[config.mk]
export PLATFORM = sky130hd
export DESIGN_NAME = conv_patch_scheduler
export DESIGN_NICKNAME = d
export VERILOG_FILES = /design/src/rtl/conv_pkg.sv /design/src/rtl/wrap_counter.sv /design/src/rtl/conv_patch_scheduler.sv
export SDC_FILE = /design/constraint.sdc
export NUM_CORES = 1
export LEC_CHECK = 0
export ABC_AREA = 1
export CAP_MARGIN = 20
export CORE_MARGIN = 4
export CORE_UTILIZATION = 30
export DETAILED_ROUTE_END_ITERATION = 7
export HOLD_SLACK_MARGIN = 0.12
export PLACE_DENSITY = 0.5
export SLEW_MARGIN = 20
export SYNTH_ARGS = -nofsm -noshare
export SYNTH_HDL_FRONTEND = slang
export SYNTH_SLANG_ARGS = --single-unit
[constraint.sdc]
create_clock -name clk -period 3.2 [get_ports clk]
set_clock_uncertainty 0.15 [all_clocks]
set_input_delay 0.64 -clock clk [delete_from_list [all_inputs] [get_ports clk]]
set_output_delay 0.64 -clock clk [all_outputs]
set_load 0.02 [all_outputs]
[src/rtl/conv_pkg.sv]
// Shared types and constant helpers for the convolution control path.
package conv_pkg;

    // Pass-level state of the patch scheduler.
    typedef enum logic [1:0] {
        IDLE = 2'd0,
        RUN  = 2'd1,
        DONE = 2'd2
    } state_e;

    // Number of valid window positions along one dimension.
    function automatic int out_dim(input int img, input int k, input int stride);
        return (img - k) / stride + 1;
    endfunction

endpackage

[src/rtl/wrap_counter.sv]
// Up-counter from 0 to MAX that wraps back to 0; clr has priority over en.
module wrap_counter #(
    parameter int WIDTH = 10,
    parameter int MAX   = 0
) (
    input  logic             clk,
    input  logic             rst_n,
    input  logic             clr,
    input  logic             en,
    output logic [WIDTH-1:0] count,
    output logic             wrap
);

    localparam logic [WIDTH-1:0] MAX_V = WIDTH'(MAX);

    logic [WIDTH-1:0] r_count;

    // Count register: clear on a new pass, step or wrap when enabled.
    // NOTE: state registers use non-blocking assignments so every flop samples pre-edge values.
    always_ff @(posedge clk or negedge rst_n) begin
        if (!rst_n) begin
            r_count <= '0;
        end else if (clr) begin
            r_count <= '0;
        end else if (en) begin
            r_count <= (r_count == MAX_V) ? '0 : r_count + 1'b1;
        end
    end

    assign count = r_count;
    assign wrap  = (r_count == MAX_V);

endmodule

[src/rtl/conv_patch_scheduler.sv]
// Raster-order patch scheduler: produces input-window base and output address
// for each convolution patch, advancing one patch per adv pulse.
module conv_patch_scheduler
    import conv_pkg::*;
#(
    parameter int IMG_W  = 28,
    parameter int IMG_H  = 28,
    parameter int K      = 3,
    parameter int STRIDE = 1,
    parameter int ADDR_W = 10
) (
    input  logic              clk,
    input  logic              rst_n,
    input  logic              start,
    input  logic              adv,
    output logic              busy,
    output logic              done,
    output logic [ADDR_W-1:0] base_addr,
    output logic [ADDR_W-1:0] out_addr,
    output logic [ADDR_W-1:0] patch_row,
    output logic [ADDR_W-1:0] patch_col,
    output logic              last_patch
);

    localparam int OUT_W = out_dim(IMG_W, K, STRIDE);
    localparam int OUT_H = out_dim(IMG_H, K, STRIDE);

    // Address increments are elaboration constants, so no runtime multiplier exists.
    localparam logic [ADDR_W-1:0] COL_STEP = ADDR_W'(STRIDE);
    localparam logic [ADDR_W-1:0] ROW_STEP = ADDR_W'(STRIDE * IMG_W);

    // Reject geometries the address path cannot represent.
    if (K > IMG_W || K > IMG_H) begin : g_bad_kernel
        $error("conv_patch_scheduler: K must not exceed IMG_W or IMG_H");
    end
    if (STRIDE < 1) begin : g_bad_stride
        $error("conv_patch_scheduler: STRIDE must be at least 1");
    end
    if ((longint'(IMG_W) * longint'(IMG_H) - 1) >= (longint'(1) << ADDR_W)) begin : g_bad_addr_w
        $error("conv_patch_scheduler: ADDR_W too narrow for IMG_W*IMG_H-1");
    end

    state_e            r_state;
    logic              r_busy;
    logic              r_done;
    logic [ADDR_W-1:0] r_row_base;
    logic [ADDR_W-1:0] r_base_addr;
    logic [ADDR_W-1:0] r_out_addr;

    logic              w_start_pass;
    logic              w_step;
    logic              w_col_wrap;
    logic              w_row_wrap;
    logic              w_last;
    logic [ADDR_W-1:0] w_col;
    logic [ADDR_W-1:0] w_row;

    // A new pass starts only from IDLE or DONE; start during RUN is ignored.
    assign w_start_pass = start && (r_state != RUN);
    assign w_last       = (r_state == RUN) && w_col_wrap && w_row_wrap;
    // Patch counters move on adv in RUN, except on the final patch where they hold.
    assign w_step       = (r_state == RUN) && adv && !w_last;

    wrap_counter #(
        .WIDTH (ADDR_W),
        .MAX   (OUT_W - 1)
    ) u_col_cnt (
        .clk   (clk),
        .rst_n (rst_n),
        .clr   (w_start_pass),
        .en    (w_step),
        .count (w_col),
        .wrap  (w_col_wrap)
    );

    wrap_counter #(
        .WIDTH (ADDR_W),
        .MAX   (OUT_H - 1)
    ) u_row_cnt (
        .clk   (clk),
        .rst_n (rst_n),
        .clr   (w_start_pass),
        .en    (w_step && w_col_wrap),
        .count (w_row),
        .wrap  (w_row_wrap)
    );

    // Pass FSM with registered busy/done flags.
    always_ff @(posedge clk or negedge rst_n) begin
        if (!rst_n) begin
            r_state <= IDLE;
            r_busy  <= 1'b0;
            r_done  <= 1'b0;
        end else begin
            case (r_state)
                IDLE: begin
                    if (start) begin
                        r_state <= RUN;
                        r_busy  <= 1'b1;
                        r_done  <= 1'b0;
                    end
                end
                RUN: begin
                    if (adv && w_last) begin
                        r_state <= DONE;
                        r_busy  <= 1'b0;
                        r_done  <= 1'b1;
                    end
                end
                DONE: begin
                    if (start) begin
                        r_state <= RUN;
                        r_busy  <= 1'b1;
                        r_done  <= 1'b0;
                    end
                end
                default: begin
                    r_state <= IDLE;
                    r_busy  <= 1'b0;
                    r_done  <= 1'b0;
                end
            endcase
        end
    end

    // Incremental address generation: step along the row, or jump to the next row base.
    always_ff @(posedge clk or negedge rst_n) begin
        if (!rst_n) begin
            r_row_base  <= '0;
            r_base_addr <= '0;
            r_out_addr  <= '0;
        end else if (w_start_pass) begin
            r_row_base  <= '0;
            r_base_addr <= '0;
            r_out_addr  <= '0;
        end else if (w_step) begin
            r_out_addr <= r_out_addr + 1'b1;
            if (w_col_wrap) begin
                r_row_base  <= r_row_base + ROW_STEP;
                r_base_addr <= r_row_base + ROW_STEP;
            end else begin
                r_base_addr <= r_base_addr + COL_STEP;
            end
        end
    end

    assign busy       = r_busy;
    assign done       = r_done;
    assign base_addr  = r_base_addr;
    assign out_addr   = r_out_addr;
    assign patch_row  = w_row;
    assign patch_col  = w_col;
    assign last_patch = w_last;

endmodule

== Yosys cells after proc, flatten, opt, wreduce, memory -nomap -nowiden ==
Cells that the tools add are included.

* Output and inout bits: 43
* Input port bits: 4
* Word-level logic and storage cells: 58
* Register bits: 54

* $add $sub $neg: 5
* Reductions and logical operators: 15
* Equality and inequality tests: 7
* Multiplexer cells: 23

{| class="wikitable"
|+ Operator list
! operator !! count
|-
| two-way mux 10 bit || 14
|-
| adder 10 x 1 -> 10 bit (second input constant) || 4
|-
| == test 10 x 5 -> 1 bit (second input constant) || 2
|-
| adder 10 x 5 -> 10 bit (second input constant) || 1
|-
| logical AND 1 bit || 7
|-
| != test 2 x 1 -> 1 bit (second input constant) || 3
|-
| nonzero test 2 bit || 3
|-
| two-way mux 1 bit || 4
|-
| two-way mux 2 bit || 2
|-
| case mux 1 bit (2 select lines) || 2
|-
| case mux 2 bit (2 select lines) || 1
|-
| AND reduction 2 bit || 2
|-
| == test 2 x 1 -> 1 bit (second input constant) || 1
|-
| == test 2 bit (second input constant) || 1
|-
| zero test 2 bit || 1
|-
| OR reduction 2 bit || 1
|-
| zero test 1 bit || 1
|}

== Depth between registers and ports, before layout ==
Gate-level depths: netlist (run 1).

* Depth in word-level cells: 8
* Depth in mapped cells: 13
* Depth with buffers taken out: 12

== Hierarchy ==
A second synthesis (run 1) with hierarchy kept.

* Cell total of the unflattened synthesis: 441
* Area total of the unflattened synthesis: 3,184.3 um^2

{| class="wikitable"
|+ By module, submodules not included
! module !! area each (um^2) !! sequential area each (um^2) !! instances !! cells an instance
|-
| conv_patch_scheduler || 1,855.5 || 800.8 || 1 || 251
|-
| wrap_counter || 664.4 || 250.2 || 2 || 95
|}

== Worst setup path after synthesis (run 1) ==
OpenSTA, ideal clock, no wires.

* Path kind: register to output
* Start point: register u_col_cnt.r_count[0], in the netlist u_col_cnt.count[0]
* End point: output port last_patch
* Path slack: 0.890 ns
* Required time: 2.410 ns
* Path buffers: 0
* Stages on the path, launching flop included: 6
* Arrival: 1.520 ns
* Cells stage by stage: dfrtp_1 > ha_1 > nand3_1 > nor2_4 > nand2_4 > nor2_1

* Cells in the longest elaborated chain, start to end: 3

{| class="wikitable"
|+ RTL lines
! what !! RTL line !! source
|-
| from (decl) || wrap_counter.sv:16 || <nowiki>logic [WIDTH-1:0] r_count;</nowiki>
|-
| from (signal assigned) || wrap_counter.sv:26 || <nowiki>r_count <= (r_count == MAX_V) ? '0 : r_count + 1'b1;</nowiki>
|-
| == test 10 x 5 -> 1 bit || wrap_counter.sv:31 || <nowiki>assign wrap = (r_count == MAX_V);</nowiki>
|-
| logical AND 1 bit (2 in series) || conv_patch_scheduler.sv:60 || <nowiki>assign w_last = (r_state == RUN) && w_col_wrap && w_row_wrap;</nowiki>
|-
| to (decl) || conv_patch_scheduler.sv:22 || <nowiki>output logic last_patch</nowiki>
|}

No other way between the ends.

== Final worst setup path (run 1) ==
* Start point: register u_row_cnt.r_count[1], in the netlist u_row_cnt.count[1]
* End point: output port last_patch

* Cells in the longest elaborated chain, start to end: 2

{| class="wikitable"
|+ RTL lines
! what !! RTL line
|-
| from (decl) || wrap_counter.sv:16
|-
| from (signal assigned) || wrap_counter.sv:26
|-
| == test 10 x 5 -> 1 bit || wrap_counter.sv:31
|-
| logical AND 1 bit || conv_patch_scheduler.sv:60
|}

No other way between the ends.

==> results of run 1 <==
[through the flow]
step                      util [%]  setup WS [ns]  area (sq um)  hold WS, ns
after floorplan                  -          0.890          3310        0.194
after global placement        36.3          0.497          3940        0.319
after detailed placement      36.3          0.475          3940        0.324
after CTS                     37.3          0.109          4050        0.336
after global routing          37.3         0.0132          4050        0.378
final                         37.3          0.152          4050        0.280
[cell families (layout without fill, tap and decap cells)]
logic type,Yosys count,after routing
AO/OA/AOI/OAI,23,23
adder cells (fa/ha/maj),7,7
XOR/XNOR,17,17
AND/OR/NAND/NOR,315,315
flip-flops,52,52
buffers and inverters,60,112
[registers in the layout, indices dropped and copies added (netlist names)]
signal / flops
u_row_cnt.count: 10
u_col_cnt.count: 10
busy: 1
out_addr: 10
base_addr: 10
done: 1
r_state: 2
r_row_base: 8
[cell type report]
class | instances | area (sq um) | share of cell area [%]
clock buffer | 5 | 68.8 | 1.70
clock inverter | 3 | 42.5 | 1.05
inverter | 51 | 191 | 4.73
multi-input combinational | 362 | 1760 | 43.5
sequential | 52 | 1300 | 32.1
tap | 140 | 175 | 4.33
timing repair buffer | 53 | 508 | 12.6
[worst paths after layout]
check                                                      end  slack, ns  cells past startpoint
worst max-delay path                                last_patch       0.15                      9
worst min-delay path                 r_row_base[3]$_DFFE_PN0P_       0.28                      2
worst max register to register  u_col_cnt.count[9]$_DFFE_PN0P_       1.01                     12
worst min register to register                busy$_DFFE_PN0P_       0.34                      2
max in group asynchronous       u_col_cnt.count[3]$_DFFE_PN0P_       2.11                      2
min in group clk                              busy$_DFFE_PN0P_       0.34                      2
[layer usage]
metal  vias up  track usage (%)
met5         -                0
met4         0             3.29
met3         5             2.83
met2        57             24.0
met1      1458             19.1
li1       1592                -
[cells in the mapped netlist]
| library cell | number | area (sq um) |
|---|---|---|
| nand3_1 | 46 | 230 |
| clkbuf_1 | 1 | 3.75 |
| a21boi_2 | 1 | 11.3 |
| nor3_1 | 4 | 20.0 |
| o21ai_0 | 6 | 30.0 |
| buf_6 | 2 | 22.5 |
| o21bai_1 | 4 | 30.0 |
| nor4_1 | 1 | 6.26 |
| buf_2 | 4 | 20.0 |
| nand2_2 | 3 | 18.8 |
| a21o_1 | 2 | 15.0 |
| xor2_1 | 13 | 114 |
| nand3_2 | 3 | 30.0 |
| dfrtp_1 | 52 | 1300 |
| o21ai_1 | 8 | 40.0 |
| nand2_1 | 176 | 661 |
| buf_1 | 1 | 3.75 |
| a21oi_1 | 2 | 10.0 |
| nand3b_1 | 4 | 30.0 |
| nor2_1 | 49 | 184 |
| inv_1 | 48 | 180 |
| ha_1 | 7 | 87.6 |
| buf_4 | 1 | 7.51 |
| nand2_4 | 3 | 33.8 |
| nand4_1 | 17 | 106 |
| nor2_4 | 2 | 22.5 |
| nor2_2 | 5 | 31.3 |
| inv_2 | 3 | 11.3 |
| or2_2 | 1 | 6.26 |
| xnor2_1 | 4 | 35.0 |
| nor3b_1 | 1 | 7.51 |
[power breakdown]
group / internal [mW] / switching, mW / total (mW)
logic: 0.430 / 0.569 / 0.999
registers: 0.784 / 0.186 / 0.970
clock network: 0.232 / 0.244 / 0.477
total: 1.45 / 0.999 / 2.45
==> results by group, run 1 <==
Clock tree
  • Setup Buffers After CTS: 0
  • CTS-repair resized insts: 0
  • Clk_lat worst skew: 0.31 ns
  • Worst-path clk slew: 0.11 ns
  • Sinks on the clock net: 52
  • Cts bufs inserted: 5
  • # H-tree levels: 2
  • TritonCTS clock tree: done
  • Clock tree buffer depth: 2
  • Post-CTS Hold Fix Bufs: 0
  • Clock root buffer: clkbuf_8

Critical path
  • Critical Path RT: 2.41 ns
  • Critical Path Start Type: flip-flop
  • Critical path origin: u_row_cnt.count[1]$_DFFE_PN0P_
  • Critical path's most frequent cell: inv_1
  • RR Startpoint: u_row_cnt.count[1]$_DFFE_PN0P_
  • CP max FO: 5
  • Worst EP arrival: 2.26 ns
  • Crit path kind: flip-flop to primary output
  • Crit. End Element: primary output
  • Slowest Stage Delay on Critical Path: 0.62 ns
  • Delay-heaviest family, CP: buffers and inverters
  • CP cell instances: inv_1 -> ha_1 -> nand2_1 -> inv_1 -> nand3_1 -> nor2_2 -> nand2_4 -> nor2_1 -> clkdlybuf4s50_1
  • CP max stage cell: clkdlybuf4s50_1
  • Crit path buf inv count: 3

STA
  • Final min period: 3.05 ns
  • Max-slew violation count: 0
  • Final worst-path cycle share: 95.2%
  • Slew @ Worst Pin: 0.720 ns
  • Final setup vio count: 0
  • Max Fclk: 328 MHz
  • Worst slew margin: 52.0%
  • RSZ-0062 raised after global routing: false
  • Post-route setup TNS: 0 ns
  • Hold violation total from the final report: 0

Yosys
  • Mux cell area share after synthesis: 0%
  • Avg Cell Area, Syn: 6.98 sq um
  • Synth Area in Compound Gates: 4.12%
  • Syn nets: 485
  • Simple logic cell fraction of the synthesized area: 41.9%
  • Post-Synthesis Cells: 474
  • Mapped Area: 3310 sq um
  • Xor and xnor fraction of the mapped netlist area: 4.50%
  • Area share of fa/ha/maj cells after synthesis: 2.65%
  • Yosys reg bits: 52
  • Synth unique cells: 31
  • Main combinational cell family by area after synthesis: simple AND/OR/NAND/NOR gates
  • Register area share after synthesis: 39.3%
  • Yosys warns: 0

Cells and area
  • Most common cell after layout, fill and taps aside: nand2_1
  • Final nets: 536
  • Fillers: 1172
  • Non-Filler Instances: 666
  • Share of cells above drive strength 1: 7.03%
  • Layout area overhead: 22.3%
  • Diode count: 0
  • Commonest non-fill, non-tap cells in the layout: nand2_1, dfrtp_1, nor2_1

Detailed routing
  • DR pass1 iterations: 4
  • Vias: 3112
  • Met1 Wirelength: 4.27 mm
  • DR WL met2: 4.10 mm
  • Initial DRC count: 134
  • Routed Antenna Nets: 0
  • Residual DRC count: 0
  • Length of routed met3 wiring: 361 um
  • Total Wirelength: 8.79 mm
  • Via density: 4.67
  • Highest metal used: met4
  • Wire per inst: 13.2 um

Floorplan
  • Die H: 113 um
  • I/O pin count: 47
  • Row cnt: 38
  • Die X: 113 um
  • Starting Density: 30.5%
  • Area of the core: 10800 sq um
  • Die Area: 12800 sq um

Pwr
  • Leak: 2.00 nW
  • PD cells: 604 nW/um^2
  • Peak supply drop: 0.327 mV
  • Total power: 2.45 mW

Place
  • I/O Buffers: 46
  • Placed Cells: 658
  • Detailed Place HPWL: 6.30 mm
  • Routability cong.: 0.755

Global route
  • Gr usage total: 14.3%
  • Pin count of the biggest net entering global routing: 53
  • Global-route wire length before repair: 15.0 mm
  • Initial antenna violation count: 0
  • Final global-route overflow total: 0
  • Vias in the first global route: 3054

Worst hold path
  • Min-delay worst type: primary input to async pin

Outcome
  • Status: completed

Flow run
  • Max_cap viols: 0
Note: power is estimated with default switching activity, not from simulation.
==> run 2, diff against run 1 <==
--- a/config.mk
+++ b/config.mk
@@ -11,6 +11,7 @@
 export CORE_UTILIZATION = 30
 export DETAILED_ROUTE_END_ITERATION = 7
 export HOLD_SLACK_MARGIN = 0.12
+export MAX_ROUTING_LAYER = met4
 export PLACE_DENSITY = 0.5
 export SLEW_MARGIN = 20
 export SYNTH_ARGS = -nofsm -noshare
==> results by group, run 2 (same netlist as run 1, synthesis figures left out) <==
STA
  • Max Fclk: 328 MHz (about the same)
  • Post-route setup TNS: 0 ns (unchanged)
  • Max-slew violation count: 0 (unchanged)
  • Hold violation total from the final report: 0 (unchanged)
  • RSZ-0062 raised after global routing: false (unchanged)
  • Slew @ Worst Pin: 0.722 ns (was 0.720 ns)
  • Worst slew margin: 51.9% (was 52.0%)
  • Final setup vio count: 0 (unchanged)
  • Final min period: 3.05 ns (about the same)
  • Setup slack after layout: 0.148 ns (was 0.152 ns)
  • Final worst-path cycle share: 95.4% (was 95.2%)

Cells and area
  • Diode count: 0 (unchanged)
  • Commonest non-fill, non-tap cells in the layout: nand2_1, dfrtp_1, nor2_1 (unchanged)
  • Layout area overhead: 22.3% (unchanged)
  • Most common cell after layout, fill and taps aside: nand2_1 (unchanged)
  • Share of cells above drive strength 1: 7.03% (unchanged)
  • Final nets: 536 (unchanged)

Pwr
  • Leak: 2.00 nW (unchanged)
  • PD cells: 606 nW/um^2 (was 604 nW/um^2)
  • Peak supply drop: 0.328 mV (was 0.327 mV)

Critical path
  • Critical Path RT: 2.41 ns (about the same)
  • Critical Path Start Type: flip-flop (unchanged)
  • Crit path kind: flip-flop to primary output (unchanged)
  • Critical path origin: u_row_cnt.count[1]$_DFFE_PN0P_ (unchanged)
  • Worst EP arrival: 2.26 ns (about the same)
  • Reg2Reg Setup Slack: 1.01 ns (about the same)
  • Crit. End Element: primary output (unchanged)
  • Reg2reg end: u_row_cnt.count[4]$_DFFE_PN0P_ (was u_col_cnt.count[9]$_DFFE_PN0P_)
  • Critical Path Sink: last_patch (unchanged)
  • FF-to-FF path depth: 10 (was 12)
  • CP max FO: 5 (unchanged)
  • RR Startpoint: u_col_cnt.count[1]$_DFFE_PN0P_ (was u_row_cnt.count[1]$_DFFE_PN0P_)

Global route
  • Global-route wire length before repair: 15.1 mm (was 15.0 mm)
  • Initial antenna violation count: 0 (unchanged)
  • Vias in the first global route: 3051 (was 3054)
  • Pin count of the biggest net entering global routing: 53 (unchanged)
  • Final global-route overflow total: 0 (unchanged)
  • Gr usage total: 14.8% (was 14.3%)

Flow run
  • Max_cap viols: 0 (unchanged)

Detailed routing
  • Routed Antenna Nets: 0 (unchanged)
  • Via density: 4.65 (was 4.67)
  • Vias: 3098 (was 3112)
  • Wire per inst: 13.2 um (about the same)
  • Initial DRC count: 131 (was 134)
  • Total Wirelength: 8.81 mm (was 8.79 mm)
  • DR pass1 iterations: 4 (unchanged)
  • Residual DRC count: 0 (unchanged)

Floorplan
  • Row cnt: 38 (unchanged)
  • I/O pin count: 47 (unchanged)
  • Starting Density: 30.5% (unchanged)
  • Die X: 113 um (unchanged)
  • Area of the core: 10800 sq um (unchanged)
  • Die H: 113 um (unchanged)
  • Die Area: 12800 sq um (unchanged)

Clock tree
  • Worst-path clk slew: 0.11 ns (about the same)
  • Clock root buffer: clkbuf_8 (unchanged)
  • Sinks on the clock net: 52 (unchanged)
  • TritonCTS clock tree: done (unchanged)
  • Clk_lat worst skew: 0.31 ns (about the same)
  • Setup Buffers After CTS: 0 (unchanged)
  • # H-tree levels: 2 (unchanged)
  • Clock tree buffer depth: 2 (unchanged)
  • Cts bufs inserted: 5 (unchanged)
  • Post-CTS Hold Fix Bufs: 0 (unchanged)
  • CTS-repair resized insts: 0 (unchanged)

Worst hold path
  • Min-delay worst type: primary input to async pin (unchanged)

Outcome
  • Status: completed (unchanged)

Place
  • Routability cong.: 0.765 (was 0.755)
  • I/O Buffers: 46 (unchanged)
  • Detailed Place HPWL: 6.30 mm (unchanged)
  • Worst slack, placed: 0.475 ns (unchanged)
run 2: cell counts in the layout (fill, tap and decap cells not counted):
No cell type changed its count.
run 2: how the worst min path moves through the flow:
| stage | start | end | depth (start not counted) |
|---|---|---|---|
| 4_1_cts | rst_n | r_row_base[4]$_DFFE_PN0P_ | 2 |
| 6_report | rst_n | r_row_base[3]$_DFFE_PN0P_ | 2 |
| 2_1_floorplan | rst_n | base_addr[0]$_DFFE_PN0P_ | 0 |
| 3_3_place_gp | done$_DFFE_PN0P_ | done$_DFFE_PN0P_ | 2 |
| 5_1_grt | rst_n | r_row_base[6]$_DFFE_PN0P_ | 2 |
| 3_5_place_dp | busy$_DFFE_PN0P_ | busy$_DFFE_PN0P_ | 2 |
run 2: final cells by class:
type / instances / area [sq um]
Fill cell: 1172 / 6790
Multi-Input combinational cell: 362 / 1760
Sequential cell: 52 / 1300
Timing Repair Buffer: 53 / 508
Inverter: 51 / 191
Tap cell: 140 / 175
Clock buffer: 5 / 68.8
Clock inverter: 3 / 42.5
run 2: routing by layer:
layer	vias up	GRT usage, %	wire length (um)
met2	52	24.0	4050
met3	12	2.30	304
met1	1438	19.5	4370
li1	1596	-	-
met4	0	3.29	80
met5	-	-	0
run 2: report_power, final:
| part | leakage, nW | total [mW] | internal, mW | switching [mW] |
|---|---|---|---|---|
| clock | 0.0541 | 0.481 | 0.232 | 0.249 |
| combinational | 1.24 | 0.999 | 0.430 | 0.569 |
| sequential | 0.701 | 0.971 | 0.784 | 0.187 |
| total | 2.00 | 2.45 | 1.45 | 1.00 |
run 2: metrics by stage:
stage	cell area (sq um)	hold WS [ns]	total power [mW]	util [%]	std cells
2_1_floorplan	3310	0.194	1.57	-	474
3_3_place_gp	3940	0.319	1.99	36.3	658
3_5_place_dp	3940	0.324	1.99	36.3	658
4_1_cts	4050	0.336	2.48	37.3	666
5_1_grt	4050	0.378	2.64	37.3	666
6_report	4050	0.278	2.45	37.3	666
run 2: worst max-delay path, cell delays in order, from the launching register on:
cell             delay [ns]
dfrtp_1                0.44
inv_1                  0.07
ha_1                   0.17
nand2_1                0.06
inv_1                  0.06
nand3_1                0.08
nor2_2                 0.22
nand2_4                0.10
nor2_1                 0.13
clkdlybuf4s50_1        0.62
==> run 3, diff against run 2 <==
--- a/config.mk
+++ b/config.mk
@@ -9,6 +9,7 @@
 export CAP_MARGIN = 20
 export CORE_MARGIN = 4
 export CORE_UTILIZATION = 30
+export CTS_CLUSTER_DIAMETER = 150
 export DETAILED_ROUTE_END_ITERATION = 7
 export HOLD_SLACK_MARGIN = 0.12
 export MAX_ROUTING_LAYER = met4
==> results of run 3 <==
No change in the layout: final DEF, timing and power equal those of run 2.
